**src/rtl/cavlc_pkg.sv**
```systemverilog
// Shared types and constants for the CAVLC level decoder: FSM states,
// the level-code width and the escape prefixes.
package cavlc_pkg;

    typedef enum logic [2:0] {
        S_IDLE,
        S_T1,
        S_REQ,
        S_CALC,
        S_OUT,
        S_FIN
    } state_t;

    localparam int SUFFIX_MAX_DEFAULT = 6;

    localparam logic [3:0] ESC_PREFIX      = 4'd14;
    localparam logic [3:0] ESC_PREFIX_LONG = 4'd15;

    typedef logic [13:0] level_code_t;

    // Number of level_suffix bits the parser has to pull for this prefix.
    function automatic logic [3:0] suffix_bits(input logic [3:0] prefix, input logic [2:0] suffix_len);
        if (prefix == ESC_PREFIX_LONG)
            return 4'd12;
        else if (prefix == ESC_PREFIX && suffix_len == 3'd0)
            return 4'd4;
        else
            return {1'b0, suffix_len};
    endfunction

endpackage

```
**src/rtl/cavlc_level_decoder_if.sv**
```systemverilog
// Code-in / level-out channels of the level decoder.
// Both channels use valid/ready: a transfer happens on a rising Clk edge where
// valid and ready are both high; the source holds payload and valid until then.
interface cavlc_level_decoder_if #(parameter int LEVEL_W = 13);
    logic                      CodeValid;
    logic                      CodeReady;
    logic [3:0]                LevelPrefix;
    logic [11:0]               LevelSuffix;
    logic [3:0]                SuffixBits;
    logic                      LevelValid;
    logic                      LevelReady;
    logic signed [LEVEL_W-1:0] LevelOut;
    logic [3:0]                LevelIdx;

    // master: parser + downstream stage; slave: the decoder
    modport master (
        output CodeValid, LevelPrefix, LevelSuffix, LevelReady,
        input  CodeReady, SuffixBits, LevelValid, LevelOut, LevelIdx
    );

    modport slave (
        input  CodeValid, LevelPrefix, LevelSuffix, LevelReady,
        output CodeReady, SuffixBits, LevelValid, LevelOut, LevelIdx
    );
endinterface

```
**src/rtl/cavlc_level_calc.sv**
```systemverilog
// Combinational level-code arithmetic: prefix/suffix to signed level, plus the
// adapted suffixLength for the next level.
module cavlc_level_calc
    import cavlc_pkg::*;
#(
    parameter int LEVEL_W    = 13,
    parameter int SUFFIX_MAX = SUFFIX_MAX_DEFAULT
) (
    input  logic [3:0]                prefix,
    input  logic [11:0]               suffix,
    input  logic [2:0]                suffix_len,
    input  logic                      first,
    input  logic                      t1_lt3,
    output logic signed [LEVEL_W-1:0] level,
    output logic [2:0]                next_suffix_len
);
    level_code_t        level_code;
    logic [13:0]        magnitude;
    logic signed [15:0] signed_level;
    logic [2:0]         sl_base;
    logic [13:0]        threshold;

    always_comb begin
        level_code = (level_code_t'(prefix) << suffix_len) + level_code_t'(suffix);
        if (prefix == ESC_PREFIX_LONG && suffix_len == 3'd0)
            level_code = level_code + 14'd15;
        if (first && t1_lt3)
            level_code = level_code + 14'd2;

        // Even codes map to positive levels, odd codes to negative.
        if (level_code[0])
            magnitude = 14'(({1'b0, level_code} + 15'd1) >> 1);
        else
            magnitude = 14'(({1'b0, level_code} + 15'd2) >> 1);
        signed_level = {2'b00, magnitude};
        if (level_code[0])
            signed_level = -signed_level;
        level = LEVEL_W'(signed_level);

        // The escalation threshold is taken against the already-bumped length.
        sl_base         = (suffix_len == 3'd0) ? 3'd1 : suffix_len;
        threshold       = 14'd3 << (sl_base - 3'd1);
        next_suffix_len = sl_base;
        if (magnitude > threshold && int'(sl_base) < SUFFIX_MAX)
            next_suffix_len = sl_base + 3'd1;
    end
endmodule

```
**src/rtl/cavlc_level_decoder.sv**
```systemverilog
// CAVLC level decoder for one residual block: emits trailing +/-1 levels, then
// decodes prefix/suffix codes into levels while tracking suffixLength.
module cavlc_level_decoder
    import cavlc_pkg::*;
#(
    parameter int LEVEL_W    = 13,
    parameter int MAX_COEFF  = 16,
    parameter int SUFFIX_MAX = SUFFIX_MAX_DEFAULT
) (
    input  logic                  Clk,
    input  logic                  nReset,
    input  logic                  Flush,
    input  logic                  Start,
    input  logic [4:0]            TotalCoeff,
    input  logic [1:0]            TrailingOnes,
    input  logic [2:0]            T1Signs,
    output logic                  Busy,
    output logic                  Done,
    cavlc_level_decoder_if.slave  bus,
    output state_t                fsm_state
);
    state_t                    state;
    logic [4:0]                tc;
    logic [1:0]                t1;
    logic [2:0]                signs;
    logic [3:0]                idx;
    logic [2:0]                suffix_len;
    logic [3:0]                prefix_q;
    logic [11:0]               suffix_q;
    logic [4:0]                tc_clamped;
    logic [1:0]                t1_clamped;
    logic signed [LEVEL_W-1:0] calc_level;
    logic [2:0]                calc_next_sl;

    assign tc_clamped = (TotalCoeff > 5'(MAX_COEFF)) ? 5'(MAX_COEFF) : TotalCoeff;
    assign t1_clamped = ({3'b000, TrailingOnes} > tc_clamped) ? tc_clamped[1:0] : TrailingOnes;

    assign bus.SuffixBits = (state == S_REQ) ? suffix_bits(bus.LevelPrefix, suffix_len) : 4'd0;
    assign fsm_state      = state;

    cavlc_level_calc #(.LEVEL_W(LEVEL_W), .SUFFIX_MAX(SUFFIX_MAX)) u_calc (
        .prefix          (prefix_q),
        .suffix          (suffix_q),
        .suffix_len      (suffix_len),
        .first           (idx == {2'b00, t1}),
        .t1_lt3          (t1 != 2'd3),
        .level           (calc_level),
        .next_suffix_len (calc_next_sl)
    );

    function automatic logic [LEVEL_W-1:0] t1_level(input logic neg);
        return neg ? {LEVEL_W{1'b1}} : LEVEL_W'(1);
    endfunction

    always_ff @(posedge Clk or negedge nReset) begin
        if (!nReset) begin
            state          <= S_IDLE;
            Busy           <= 1'b0;
            Done           <= 1'b0;
            bus.CodeReady  <= 1'b0;
            bus.LevelValid <= 1'b0;
            bus.LevelOut   <= '0;
            bus.LevelIdx   <= 4'd0;
            tc             <= 5'd0;
            t1             <= 2'd0;
            signs          <= 3'd0;
            idx            <= 4'd0;
            suffix_len     <= 3'd0;
            prefix_q       <= 4'd0;
            suffix_q       <= 12'd0;
        end else if (Flush) begin
            state          <= S_IDLE;
            Busy           <= 1'b0;
            Done           <= 1'b0;
            bus.CodeReady  <= 1'b0;
            bus.LevelValid <= 1'b0;
            bus.LevelOut   <= '0;
            bus.LevelIdx   <= 4'd0;
            idx            <= 4'd0;
            suffix_len     <= 3'd0;
        end else begin
            Done <= 1'b0;
            case (state)
                S_IDLE: if (Start) begin
                    tc           <= tc_clamped;
                    t1           <= t1_clamped;
                    signs        <= T1Signs;
                    idx          <= 4'd0;
                    bus.LevelIdx <= 4'd0;
                    suffix_len   <= (tc_clamped > 5'd10 && t1_clamped != 2'd3) ? 3'd1 : 3'd0;
                    if (tc_clamped == 5'd0) begin
                        state <= S_FIN;
                        Done  <= 1'b1;
                    end else begin
                        Busy <= 1'b1;
                        if (t1_clamped != 2'd0) begin
                            state          <= S_T1;
                            bus.LevelValid <= 1'b1;
                            bus.LevelOut   <= t1_level(T1Signs[0]);
                        end else begin
                            state         <= S_REQ;
                            bus.CodeReady <= 1'b1;
                        end
                    end
                end
                S_T1: if (bus.LevelReady) begin
                    idx <= idx + 4'd1;
                    if (idx == {2'b00, t1} - 4'd1) begin
                        bus.LevelValid <= 1'b0;
                        if (tc == {3'b000, t1}) begin
                            state <= S_FIN;
                            Busy  <= 1'b0;
                            Done  <= 1'b1;
                        end else begin
                            state         <= S_REQ;
                            bus.CodeReady <= 1'b1;
                        end
                    end else begin
                        bus.LevelIdx <= idx + 4'd1;
                        bus.LevelOut <= t1_level(signs[idx[1:0] + 2'd1]);
                    end
                end
                S_REQ: if (bus.CodeValid) begin
                    prefix_q      <= bus.LevelPrefix;
                    suffix_q      <= bus.LevelSuffix;
                    bus.CodeReady <= 1'b0;
                    state         <= S_CALC;
                end
                S_CALC: begin
                    bus.LevelOut   <= calc_level;
                    bus.LevelIdx   <= idx;
                    bus.LevelValid <= 1'b1;
                    suffix_len     <= calc_next_sl;
                    state          <= S_OUT;
                end
                S_OUT: if (bus.LevelReady) begin
                    bus.LevelValid <= 1'b0;
                    idx            <= idx + 4'd1;
                    if ({1'b0, idx} + 5'd1 == tc) begin
                        state <= S_FIN;
                        Busy  <= 1'b0;
                        Done  <= 1'b1;
                    end else begin
                        state         <= S_REQ;
                        bus.CodeReady <= 1'b1;
                    end
                end
                S_FIN:   state <= S_IDLE;
                default: state <= S_IDLE;
            endcase
        end
    end
endmodule

```
**src/flat_wrapper.sv**
```systemverilog
// flat-port wrapper written by rule: the top's interface ports become plain ports
module cavlc_level_decoder_flat import cavlc_pkg::*;
#(
    parameter int LEVEL_W    = 13,
    parameter int MAX_COEFF  = 16,
    parameter int SUFFIX_MAX = SUFFIX_MAX_DEFAULT
)
  (Clk, nReset, Flush, Start, TotalCoeff, TrailingOnes, T1Signs, Busy, Done, fsm_state, bus_CodeValid, bus_LevelPrefix, bus_LevelSuffix, bus_LevelReady, bus_CodeReady, bus_SuffixBits, bus_LevelValid, bus_LevelOut, bus_LevelIdx);
  cavlc_level_decoder_if #(.LEVEL_W(LEVEL_W)) bus_i ();
  input  logic Clk;
  input  logic nReset;
  input  logic Flush;
  input  logic Start;
  input  logic [4:0] TotalCoeff;
  input  logic [1:0] TrailingOnes;
  input  logic [2:0] T1Signs;
  output logic Busy;
  output logic Done;
  output state_t fsm_state;
  input wire logic [$bits(bus_i.CodeValid)-1:0] bus_CodeValid;
  input wire logic [$bits(bus_i.LevelPrefix)-1:0] bus_LevelPrefix;
  input wire logic [$bits(bus_i.LevelSuffix)-1:0] bus_LevelSuffix;
  input wire logic [$bits(bus_i.LevelReady)-1:0] bus_LevelReady;
  output wire logic [$bits(bus_i.CodeReady)-1:0] bus_CodeReady;
  output wire logic [$bits(bus_i.SuffixBits)-1:0] bus_SuffixBits;
  output wire logic [$bits(bus_i.LevelValid)-1:0] bus_LevelValid;
  output wire logic [$bits(bus_i.LevelOut)-1:0] bus_LevelOut;
  output wire logic [$bits(bus_i.LevelIdx)-1:0] bus_LevelIdx;
  assign bus_i.CodeValid = bus_CodeValid;
  assign bus_i.LevelPrefix = bus_LevelPrefix;
  assign bus_i.LevelSuffix = bus_LevelSuffix;
  assign bus_i.LevelReady = bus_LevelReady;
  assign bus_CodeReady = bus_i.CodeReady;
  assign bus_SuffixBits = bus_i.SuffixBits;
  assign bus_LevelValid = bus_i.LevelValid;
  assign bus_LevelOut = bus_i.LevelOut;
  assign bus_LevelIdx = bus_i.LevelIdx;
  cavlc_level_decoder #(.LEVEL_W(LEVEL_W), .MAX_COEFF(MAX_COEFF), .SUFFIX_MAX(SUFFIX_MAX)) u_core (.Clk(Clk), .nReset(nReset), .Flush(Flush), .Start(Start), .TotalCoeff(TotalCoeff), .TrailingOnes(TrailingOnes), .T1Signs(T1Signs), .Busy(Busy), .Done(Done), .bus(bus_i), .fsm_state(fsm_state));
endmodule
```
**config.mk**
```make
export PLATFORM = sky130hd
export DESIGN_NAME = cavlc_level_decoder_flat
export DESIGN_NICKNAME = d
export VERILOG_FILES = /design/src/rtl/cavlc_pkg.sv /design/src/rtl/cavlc_level_decoder_if.sv /design/src/rtl/cavlc_level_calc.sv /design/src/rtl/cavlc_level_decoder.sv /design/src/flat_wrapper.sv
export SDC_FILE = /design/constraint.sdc
export NUM_CORES = 1
export LEC_CHECK = 0
export ABC_AREA = 1
export CORE_MARGIN = 5
export CORE_UTILIZATION = 54
export CTS_BUF_LIST = sky130_fd_sc_hd__clkbuf_8
export DETAILED_ROUTE_END_ITERATION = 8
export PLACE_DENSITY_LB_ADDON = 0.08
export RECOVER_POWER = 50
export SETUP_SLACK_MARGIN = 0.02
export SYNTH_ARGS = -nofsm -noshare
export SYNTH_HDL_FRONTEND = slang
export SYNTH_SLANG_ARGS = --single-unit
```
**constraint.sdc**
```tcl
create_clock -name Clk -period 4.7 [get_ports Clk]
set_input_delay 0.47 -clock Clk [delete_from_list [all_inputs] [get_ports Clk]]
set_output_delay 0.47 -clock Clk [all_outputs]
set_load 0.01 [all_outputs]
```
Word-level counts from Yosys, hierarchy flattened
Cells that the tools add are included.
Cells by class
  shift-type cells: 2
  reduce and logical (&&, ||, !) cells: 26
  add/sub/neg operators: 12
  $lt $le $gt $ge: 6
  bitwise logic cells: 1
  mux-type cells: 82
  equality and inequality tests: 27
Operators with widths (number)
  $mux W13: 9
  $mux W14: 3
  $mux W3: 14
  $pmux W13 S3: 1
  $mux W1: 35
  $mux W4: 8
  $ne A3 B3 Y1 const B: 9
  $add A14 B1 Y15 const B: 1
  $add A14 B2 Y15 const B: 1
  $pmux W3 S5: 1
  $add A14 B12 Y14: 1
  $add A14 B2 Y14 const B: 1
  $add A14 B4 Y14 const B: 1
  $gt A14 B14 Y1: 1
  $shl A2 B3 Y14 const A: 1
  $shl A4 B3 Y14: 1
  $neg A13 Y13: 1
  $eq A4 B4 Y1 const B: 3
  $ne A3 B2 Y1 const B: 4
  $pmux W4 S3: 1
  $reduce_and A10 Y1: 1
  $reduce_bool A5 Y1: 2
  $reduce_and A3 Y1: 3
  $pmux W1 S4: 2
  40 further kinds: 51
Storage, ports and cells
  output and inout port bits: 28
  flip-flop bits (word level): 57

Longest topological paths before layout
Gate-level depths: netlist of the first run.
  depth in word-level cells: 13
  mapped depth: 41

Cells and area by module
From an unflattened synthesis of the first run, not the netlist that was laid out.
Second synthesis, totals
  cell total of the unflattened synthesis: 944
  area total of the unflattened synthesis: 6080.8 µm²
Modules (own cells, without submodules)
  cavlc_level_decoder: instances 1, area each 3325.7 µm², cells an instance 424, sequential area each 1426.4 µm²
  cavlc_level_calc: instances 1, area each 2755.1 µm², cells an instance 520, sequential area each 0.0 µm²

Least setup slack after synthesis of the first run
No wires, ideal clock.
  path kind: register -> register
  start point: register u_core.suffix_len[0]
  end point: register u_core.suffix_len[0]
  setup time: 116 ps
  cell stages (with the launch flop): 39
  data arrival time: 4567 ps
  buffers on the path: 1
  data required time: 4584 ps
  period minus slack after synthesis: 4683 ps
  path slack: 17 ps
  path through: dfrtp_1 buf_2 nor2_1 inv_1 nor2_1 ha_1 inv_1 fa_1 ha_1 inv_1 a21oi_1 nand2_1 nand2_2 ha_1 inv_1 nor2_1 inv_1 nor2_1 [... 3 more ...] nand2_1 nand2_1 inv_1 nand3_2 nand2_1 inv_1 ha_1 nand2_1 inv_1 a221o_1 a21oi_1 a31oi_1 nor2_4 nand3_4 nand3_1 nand3_1 nand2_1 nand2_1
On the way
  word-level cells in the longest chain between the ends: 13
  elaborated cells between the ends (all ways): 21
  classes of those cells: 7 x add/sub; 2 x order compare; 2 x shift; 7 x mux; 3 x reduce/logical
Ends and longest elaborated chain
  from (decl): RTL line cavlc_level_decoder.sv:27  | logic [2:0] suffix_len;
  from (signal assigned): RTL line cavlc_level_decoder.sv:90  | suffix_len <= (tc_clamped > 5'd10 && t1_clamped != 2'd3) ? 3'd1 : 3'd0;
  from (signal assigned): RTL line cavlc_level_decoder.sv:133  | suffix_len <= calc_next_sl;
  $shl A4 B3 Y14: RTL line cavlc_level_calc.sv:24  | level_code = (level_code_t'(prefix) << suffix_len) + level_code_t'(suffix);
  $add A14 B12 Y14: RTL line cavlc_level_calc.sv:24
  $add A14 B4 Y14: RTL line cavlc_level_calc.sv:26  | level_code = level_code + 14'd15;
  $mux W14: RTL line cavlc_level_calc.sv:25  | if (prefix == ESC_PREFIX_LONG && suffix_len == 3'd0)
  $add A14 B2 Y14: RTL line cavlc_level_calc.sv:28  | level_code = level_code + 14'd2;
  $mux W14: RTL line cavlc_level_calc.sv:27  | if (first && t1_lt3)
  $add A14 B2 Y15 or $add A14 B1 Y15 (tied branches): RTL line cavlc_level_calc.sv:34, cavlc_level_calc.sv:32
  $mux W14: RTL line cavlc_level_calc.sv:31  | if (level_code[0])
  $gt A14 B14 Y1: RTL line cavlc_level_calc.sv:44  | if (magnitude > threshold && int'(sl_base) < SUFFIX_MAX)
  $logic_and A1 B1 Y1: RTL line cavlc_level_calc.sv:44
  $mux W3 (*): RTL line cavlc_level_calc.sv:44
  $pmux W3 S2 (*): RTL line cavlc_level_decoder.sv:83  | case (state)
  $mux W3 (*): RTL line cavlc_level_decoder.sv:71  | end else if (Flush) begin
Every way passes the cells marked *; elsewhere a longest branch is shown, timed or not.
A chain may end at the register's enable or synchronous reset.

Worst setup path in the final report of the first run
Ends and elaborated chain as after synthesis.

==> impl.org, run 1 <==
** GRT
- The via count of the first global-routing pass came to 5550.
- In the global route stage, overall resource usage came out at 0.248.
- Maximum number of pins on one net before global-route repair :: 58
- Grt met3 use :: 0.0502
- Antenna violations before repair :: 0
- For this run, global-route usage on met1 was measured as 0.349.
- In this run the most used layer during global routing was met2.
- Wire length of the first global-routing pass :: 25600 um
- Met2 track demand over resource :: 0.382
- Global route total overflow :: 0

** Floorplan
- The die is 111 um tall.
- After floorplanning, the core was divided into 37 placement rows.
- From left edge to right edge, the die measures 111 um.
- The die covers 12400 um^2.
- Effective utilization at floorplan :: 0.544
- The total area inside the core boundary comes to 10200 um^2.
- Number of ports placed on the die boundary :: 60

** Synth
- A synthesized cell averages 6.46 um^2.
- The synthesized design contains 57 register bits.
- Share of cell area taken by muxes after synthesis :: 0.0262
- Cells after synthesis :: 857
- In the synthesized netlist the dominant register cell turns out to be dfrtp_1.
- The share of the Yosys chip area taken by registers is 0.257.
- Synth cell types :: 52
- Simple-Gate Fraction of Synth Area :: 0.392
- Of the total synthesized cell area, the portion taken by XOR and XNOR cells is 0.0269.
- Number of synthesis warnings :: 0
- Share of synthesized registers carrying an async set or reset :: 1.00
- Synthesis produced a netlist with a net count of 923.
- Combinational family with the most area after synthesis :: simple AND/OR/NAND/NOR gates
- Number of synthesized flops with an enable pin :: 0
- Adder-cell share of the synthesized area :: 0.0781
- Summing every instance area after synthesis gives 5540 um^2.
- The synthesized-area fraction occupied by ao, oa, aoi and oai cells is 0.113.

** Critical path
- Data required, critical path :: 4.98 ns
- STA classifies the critical path startpoint as a flip-flop.
- For the worst setup path, the data arrival time is 5.01 ns.
- Capture instance of the worst register-to-register path :: u_core.suffix_len[0]
- Highest net fanout along the worst path :: 5
- Source of the worst register-to-register timing path :: u_core.suffix_len[0]
- Worst setup path category :: reg2reg
- The worst setup path is captured at a flip-flop.
- Library cell contributing the largest single delay on the critical path :: fa_2
- In this design, the critical path's most frequently occurring cell is nand2_2.
- On the worst path, the slowest cell contributes a delay of 0.56 ns.
- R2r worst-path depth :: 36
- In this run the register-to-register setup slack is -0.03 ns.

** Clock network
- The clock passes through at most 2 buffers.
- At the later pin of the worst-skew pair, clock insertion delay measures 0.35 ns.
- The cell sitting at the root of the clock tree is a clkbuf_8.
- Clock tree from TritonCTS :: built
- The number of hold buffers added after CTS was 0.
- Number of levels the H-tree was split into :: 3
- Counting the buffers created by CTS gives 9.
- CTS saw 57 sinks.
- Clock-pin slew on the worst setup and hold paths :: 0.07 ns

** Cells and area
- ANT cells :: 0
- Final Instance Count excl. Fillers :: 1114
- Net total in the final layout :: 1039
- Signed area change from the synthesized netlist to the final layout :: 31.6%
- Layout cells sized above 1 :: 0.224
- Final Core Density :: 0.716

** STA
- At the pin with the least slew margin, the transition time is 3.33 ns.
- On the final layout, the worst clock skew is 0.0114 ns.
- Max Clock Freq :: 211 MHz
- RSZ-0062 raised after global routing :: yes
- Fin. max-slew vios :: 58
- Headroom to the max-slew limit came out at -1.22.
- The worst path in the final design needs a cycle of 4.73 ns, including I/O delays and setup.
- Setup violations remaining at the end of the flow were counted as 2.
- After layout, the worst setup slack is -0.0303 ns.
- The count of endpoints failing hold in the final timing report was 0.
- Crit share post-route :: 1.01

** Power
- Total power density per cell area :: 896 nW/um^2
- Across the VDD grid, the largest voltage drop is 0.537 mV.
- The analysis attributes to cell leakage a power of 3.60 nW.

** Worst hold path
- Hold worst-path end :: u_core.bus.LevelOut[11]
- The min-delay analysis places its worst path in the category reg2reg.
- In this run the most critical hold path is launched from u_core.bus.LevelOut[11].
- Along the worst hold path, the cell count comes to 2.

** Run status
- The checks that failed: capacitance limit, slew limit, setup timing.
- Status :: finished, violations left

** Drt
- Aggregate routed wire length :: 16300 um
- Count of antenna-violating nets left after detailed routing :: 0
- The detailed router finished its first iteration with 482 violations.
- The first TritonRoute pass finished after 6 iterations.
- Vias :: 6015
- Using the TritonRoute via totals, the vias-per-cell ratio works out to 5.40.
- Average wire per cell in the routed design :: 14.6 um
- Number of DRC violations after detailed routing :: 0

** Placed design
- Routability-driven placement finished with a final weighted congestion of 0.946.
- Cell Count Post-Placement :: 1073
- Buffers placed on the I/O ports in this run total 59.
- The wire-length estimate of the detail-placed layout is 11900 um.

** Flow run
- Max-cap violations in this run came to 1.
## worst max-delay path, delay by kind of cell, from the launching register on
family	cells	cell delay [ns]
buf+inv	7	0.59
simple gates	22	1.99
compound gates	3	0.52
flops	1	0.41
fa+ha+maj	4	1.16
## per-stage QoR
| step | TNS [ns] | instance area, um^2 | total power, W | hold WS, ns | worst slack [ns] |
|---|---|---|---|---|---|
| floorplan | 0 | 5550 | 0.00358 | 0.174 | 0.0217 |
| global placement | 0 | 6440 | 0.00462 | 0.462 | 0.0116 |
| detailed placement | -0.585 | 6440 | 0.00472 | 0.465 | -0.225 |
| CTS | -0.334 | 6890 | 0.00562 | 0.311 | -0.0966 |
| global route | -0.881 | 7290 | 0.00719 | 0.490 | -0.272 |
| finish | -0.0547 | 7290 | 0.00653 | 0.475 | -0.0303 |
## power by group
group	internal [W]	switching, W	total [W]
registers	0.000682	0.000171	0.000853
clock network	0.000358	0.000231	0.000589
logic	0.00215	0.00294	0.00509
## cells in the final DEF (no fill, tap or decap), types with 4 or more instances in the layout
cell / count
nor2_1: 87
buf_4: 56
inv_2: 15
o2111ai_1: 5
nand2_4: 7
nor2_4: 12
clkdlybuf4s50_1: 46
o22ai_1: 8
nor3_1: 11
xor2_1: 11
xnor2_1: 6
inv_1: 107
o21ai_0: 34
dlygate4sd3_1: 12
o21ai_1: 5
nand4_1: 8
dfrtp_1: 57
nand3_2: 12
ha_4: 11
nand3_1: 57
nand2_1: 235
ha_1: 19
nor2_2: 15
nand2_2: 39
o21ai_2: 4
a21oi_1: 23
mux2_2: 12
clkbuf_8: 9
## how the worst max path moves through the flow
stage / start / endpoint / slack, ns / cells past startpoint
after global routing: u_core.suffix_len[0] / u_core.suffix_len[0] / -0.27 / 35
after detailed placement: u_core.suffix_len[0] / u_core.suffix_len[0] / -0.22 / 37
final: u_core.suffix_len[0] / u_core.suffix_len[0] / -0.03 / 36
after floorplan: u_core.suffix_len[0] / u_core.suffix_len[0] / 0.02 / 38
after global placement: u_core.suffix_len[0] / u_core.suffix_len[0] / 0.01 / 37
after CTS: u_core.suffix_len[0] / u_core.suffix_len[2] / -0.1 / 38
## kinds of logic after synthesis
kind of cell / Yosys count
AOI/OAI and AO/OA: 106
xor gates and xnor gates: 17
adders and majority gates: 34
buffers and inverters: 137
DFF: 57
muxes: 13
and+or+nand+nor: 493
## cell type report
class / count / area [um^2]
sequential: 57 / 1430
tap: 136 / 170
inverter: 124 / 473
clock buffer: 9 / 124
multi-input combinational: 663 / 3930
fill: 817 / 2900
timing repair buffer: 118 / 1040
clock inverter: 7 / 125
## metal layers
metal	part of all wire	vias to the layer above	routed length, um
li1	-	2983	-
met1	0.45	2794	7400
met3	0.066	34	1080
met2	0.46	204	7460
met4	0.023	0	372
met5	0	-	0
## cells in the mapped netlist (all sizes together) (9+ instances only)
library cell / instances / area, um^2
dfrtp: 57 / 1430
nor3: 12 / 71.3
o22ai: 9 / 56.3
nand3: 70 / 378
nor2: 115 / 510
inv: 124 / 470
nand2: 281 / 1100
xor2: 11 / 96.3
a21oi: 26 / 130
ha: 33 / 413
mux2: 12 / 135
o21ai: 43 / 219
## sequential cells by signal (all words and copies together) (netlist names)
signal	count
u_core.suffix_len	3
u_core.bus.LevelIdx	4
u_core.idx	4
u_core.tc	5
u_core.Busy	1
u_core.t1	2
u_core.fsm_state	3
u_core.signs	3
u_core.bus.LevelOut	13
u_core.suffix_q	12
u_core.bus.CodeReady	1
u_core.Done	1
u_core.prefix_q	4
u_core.bus.LevelValid	1
## timing repair
item                                    4_1_cts  5_1_grt
setup buffers                                14       13
gates resized for setup                      26       81
endpoints found under the setup margin        3        9
gates cloned                                  0        0
pin swaps                                    31       35
(Power assumes the default switching activity.)
==> inputs of run 2 (changes only) <==
Settings changed: SLEW_MARGIN set to 25.
==> run 2 against run 1 <==
The flow still finishes with violations (capacitance limit, slew limit, setup timing); first-iteration DRC count increased by 5.6%; wire length grew 0.56%; fmax shrank 0.12%; critical path type unchanged.
==> impl.org, run 2 (synthesis gave the netlist of run 1 again) <==
** Run status
- Status: finished, violations left (unchanged).
- Failing checks: capacitance limit, slew limit, setup timing (unchanged).

** GRT
- Global route total overflow :: 0 (unchanged)
- Wire length of the first global-routing pass :: 25600 um (unchanged)
- The largest net degree at the start of global routing is 58 (unchanged).
- The initial antenna violation count came to 0 (unchanged).
- Global routing usage summed across all routing layers :: 0.248 (unchanged)
- The via count of the first global-routing pass is 5550 (unchanged).

** Floorplan
- The vertical die dimension is 111 um (unchanged).
- Horiz. Die Dim :: 111 um (unchanged)
- Number of ports placed on the die boundary :: 60 (unchanged)
- Standard-cell row count :: 37 (unchanged)
- Effective utilization at floorplan :: 0.544 (unchanged)
- Core area :: 10200 um^2 (unchanged)
- The overall die area is 12400 um^2 (unchanged).

** Drt
- The count of TritonRoute iterations in the first routing pass was 6 (unchanged).
- Vias :: 6007 (was 6015)
- DRC violation total after the first TritonRoute iteration :: 509 (was 482)
- The total detailed-routing wirelength came to 16400 um (was 16300 um).
- Count of antenna-violating nets left after detailed routing :: 0 (unchanged)
- The mean routed wirelength per cell is 14.7 um (was 14.6 um).
- Per-cell via count in the routed design :: 5.39 (was 5.40)
- The number of remaining DRC errors is 0 (unchanged).

** STA
- Worst setup slack after layout :: -0.0359 ns (was -0.0303 ns)
- Fin. max-slew vios :: 58 (unchanged)
- The minimum clock period is 4.74 ns (was 4.73 ns).
- RSZ-0062 raised after global routing: yes (unchanged).
- The slew of the pin with the lowest slew margin is 3.36 ns (was 3.33 ns).
- The final-report setup violation count is 2 (unchanged).
- The period utilization came to 1.01 (about the same).
- Max-Slew Margin vs Limit :: -1.24 (was -1.22)
- Final hold violations :: 0 (unchanged)
- Hold_ws :: 0.474 ns (was 0.475 ns)
- Max Clock Skew :: 0.0133 ns (was 0.0114 ns)
- The maximum frequency from static timing analysis was 211 MHz (about the same).

** Placed design
- The final RePlAce weighted congestion was 0.946 (unchanged).
- The total instance count after detailed placement was 1073 (unchanged).
- Buffers added on ports :: 59 (unchanged)
- Final HPWL from detailed placement :: 11900 um (unchanged)

** Flow run
- The max capacitance violation total was 1 (unchanged).

** Clock network
- TritonCTS Sinks :: 57 (unchanged)
- Number of levels the H-tree was split into :: 3 (unchanged)
- Clock network latency to the later pin of the worst-skew pair :: 0.35 ns (about the same)
- The TritonCTS clock tree is built (unchanged).
- Buffer levels on the longest clock path :: 2 (unchanged)
- Clock buffer count from CTS :: 9 (unchanged)
- The number of hold buffers added after cts came to 0 (unchanged).
- The clock root buffer was clkbuf_8 (unchanged).
- Clock-pin slew on the worst setup and hold paths :: 0.07 ns (about the same)

** Worst hold path
- Hold Startpoint :: u_core.bus.LevelOut[5] (was u_core.bus.LevelOut[11])
- The class of the worst hold path is reg2reg (unchanged).

** Cells and area
- ANT cells :: 0 (unchanged)
- Net total in the final layout :: 1039 (unchanged)
- Largest registers in the final layout: u_core.bus.LevelOut: 13 flops, u_core.suffix_q: 12 flops, u_core.tc: 5 flops (unchanged).
- Multi-input gate area in the final layout :: 3980 um^2 (was 3930 um^2)
- Signed area change from the synthesized netlist to the final layout :: 32.2% (was 31.6%)
- The number of flip-flops under the largest register name came to 13 (unchanged).
- Layout cells sized above 1 :: 0.228 (was 0.224)
- # fillers :: 810 (was 817)
- The post-layout instance count excluding filler cells came to 1114 (unchanged).
- Commonest cells after routing, fill and taps aside: nand2_1 (235), inv_1 (107), nor2_1 (86) (was nand2_1 (235), inv_1 (107), nor2_1 (87), nand3_1 (57), dfrtp_1 (57)).
- The most frequent standard cell in the layout excluding fill and tap cells was nand2_1 (unchanged).
- Sequential cell area in the final layout :: 1430 um^2 (unchanged)
- The register with the most flip-flops is u_core.bus.LevelOut (unchanged).

** Critical path
- The maximum net fanout on the critical path is 5 (unchanged).
- The type of the worst setup path is reg2reg (unchanged).
- The slowest cell on the critical path was fa_2 (unchanged).
- Data required, critical path :: 4.93 ns (was 4.98 ns)
- The critical register-to-register path startpoint is u_core.suffix_len[0] (unchanged).
- Startpoint class of the critical path :: flip-flop (unchanged)
- The endpoint class of the critical path is a flip-flop (unchanged).
- The endpoint arrival time on the critical path was 4.97 ns (was 5.01 ns).
- The startpoint of the worst setup timing path was u_core.suffix_len[0] (unchanged).
- Worst path max stage delay :: 0.56 ns (about the same)

** Power
- The cell leakage power was 3.60 nW (about the same).
- The cell area power density came to 893 nW/um^2 (was 896 nW/um^2).
- Peak supply drop :: 0.522 mV (was 0.537 mV)
run 2: final timing paths:
kind                                           to  slack, ns  cells past startpoint
hold reg to reg            u_core.bus.LevelOut[5]       0.47                      1
setup / recovery             u_core.suffix_len[0]      -0.04                     37
setup reg to reg             u_core.suffix_len[0]      -0.04                     37
max in group asynchronous    u_core.suffix_len[1]       1.46                      2
min in group asynchronous     u_core.suffix_q[11]       1.35                      2
hold / removal             u_core.bus.LevelOut[5]       0.47                      1
run 2: report_power, final:
group,switching [W],internal (W),total (W)
combinational,0.00294,0.00215,0.00509
sequential,0.000174,0.000682,0.000856
clock,0.000232,0.000358,0.000589
run 2: worst max-delay path, delay by kind of cell, from the launching register on:
kind	cells	cell delay [ns]
AOI/OAI and AO/OA	4	0.64
buffers and inverters	8	0.37
DFF	1	0.41
adders and majority gates	5	1.28
and+or+nand+nor	20	1.94
run 2: timing repair:
action,CTS,global route
resized for setup,26,87
setup endpoints to repair,3,9
pin swaps,31,38
buffers inserted,14,13
run 2: layout make-up:
type                            count  area share
Tap cell                          136      0.0232
Clock buffer                        9      0.0169
Clock inverter                      7      0.0171
Multi-Input combinational cell    663       0.543
Timing Repair Buffer              118       0.140
Sequential cell                    57       0.195
Inverter                          124      0.0646
run 2: stage by stage:
step | utilization | TNS (ns) | setup slack, ns | cell area, um^2 | power [W]
floorplan | - | 0 | 0.0217 | 5550 | 0.00358
finish | 0.719 | -0.0636 | -0.0359 | 7320 | 0.00654
CTS | 0.677 | -0.334 | -0.0966 | 6890 | 0.00562
global placement | 0.632 | 0 | 0.0116 | 6440 | 0.00462
detailed placement | 0.632 | -0.585 | -0.225 | 6440 | 0.00472
global route | 0.719 | -0.906 | -0.278 | 7320 | 0.00720
run 2: layer usage:
metal,track usage,part of all wire,vias to the layer above
met5,0,0,-
met4,0.0779,0.023,0
met3,0.0502,0.061,35
met2,0.382,0.45,208
met1,0.349,0.46,2785
li1,-,-,2979
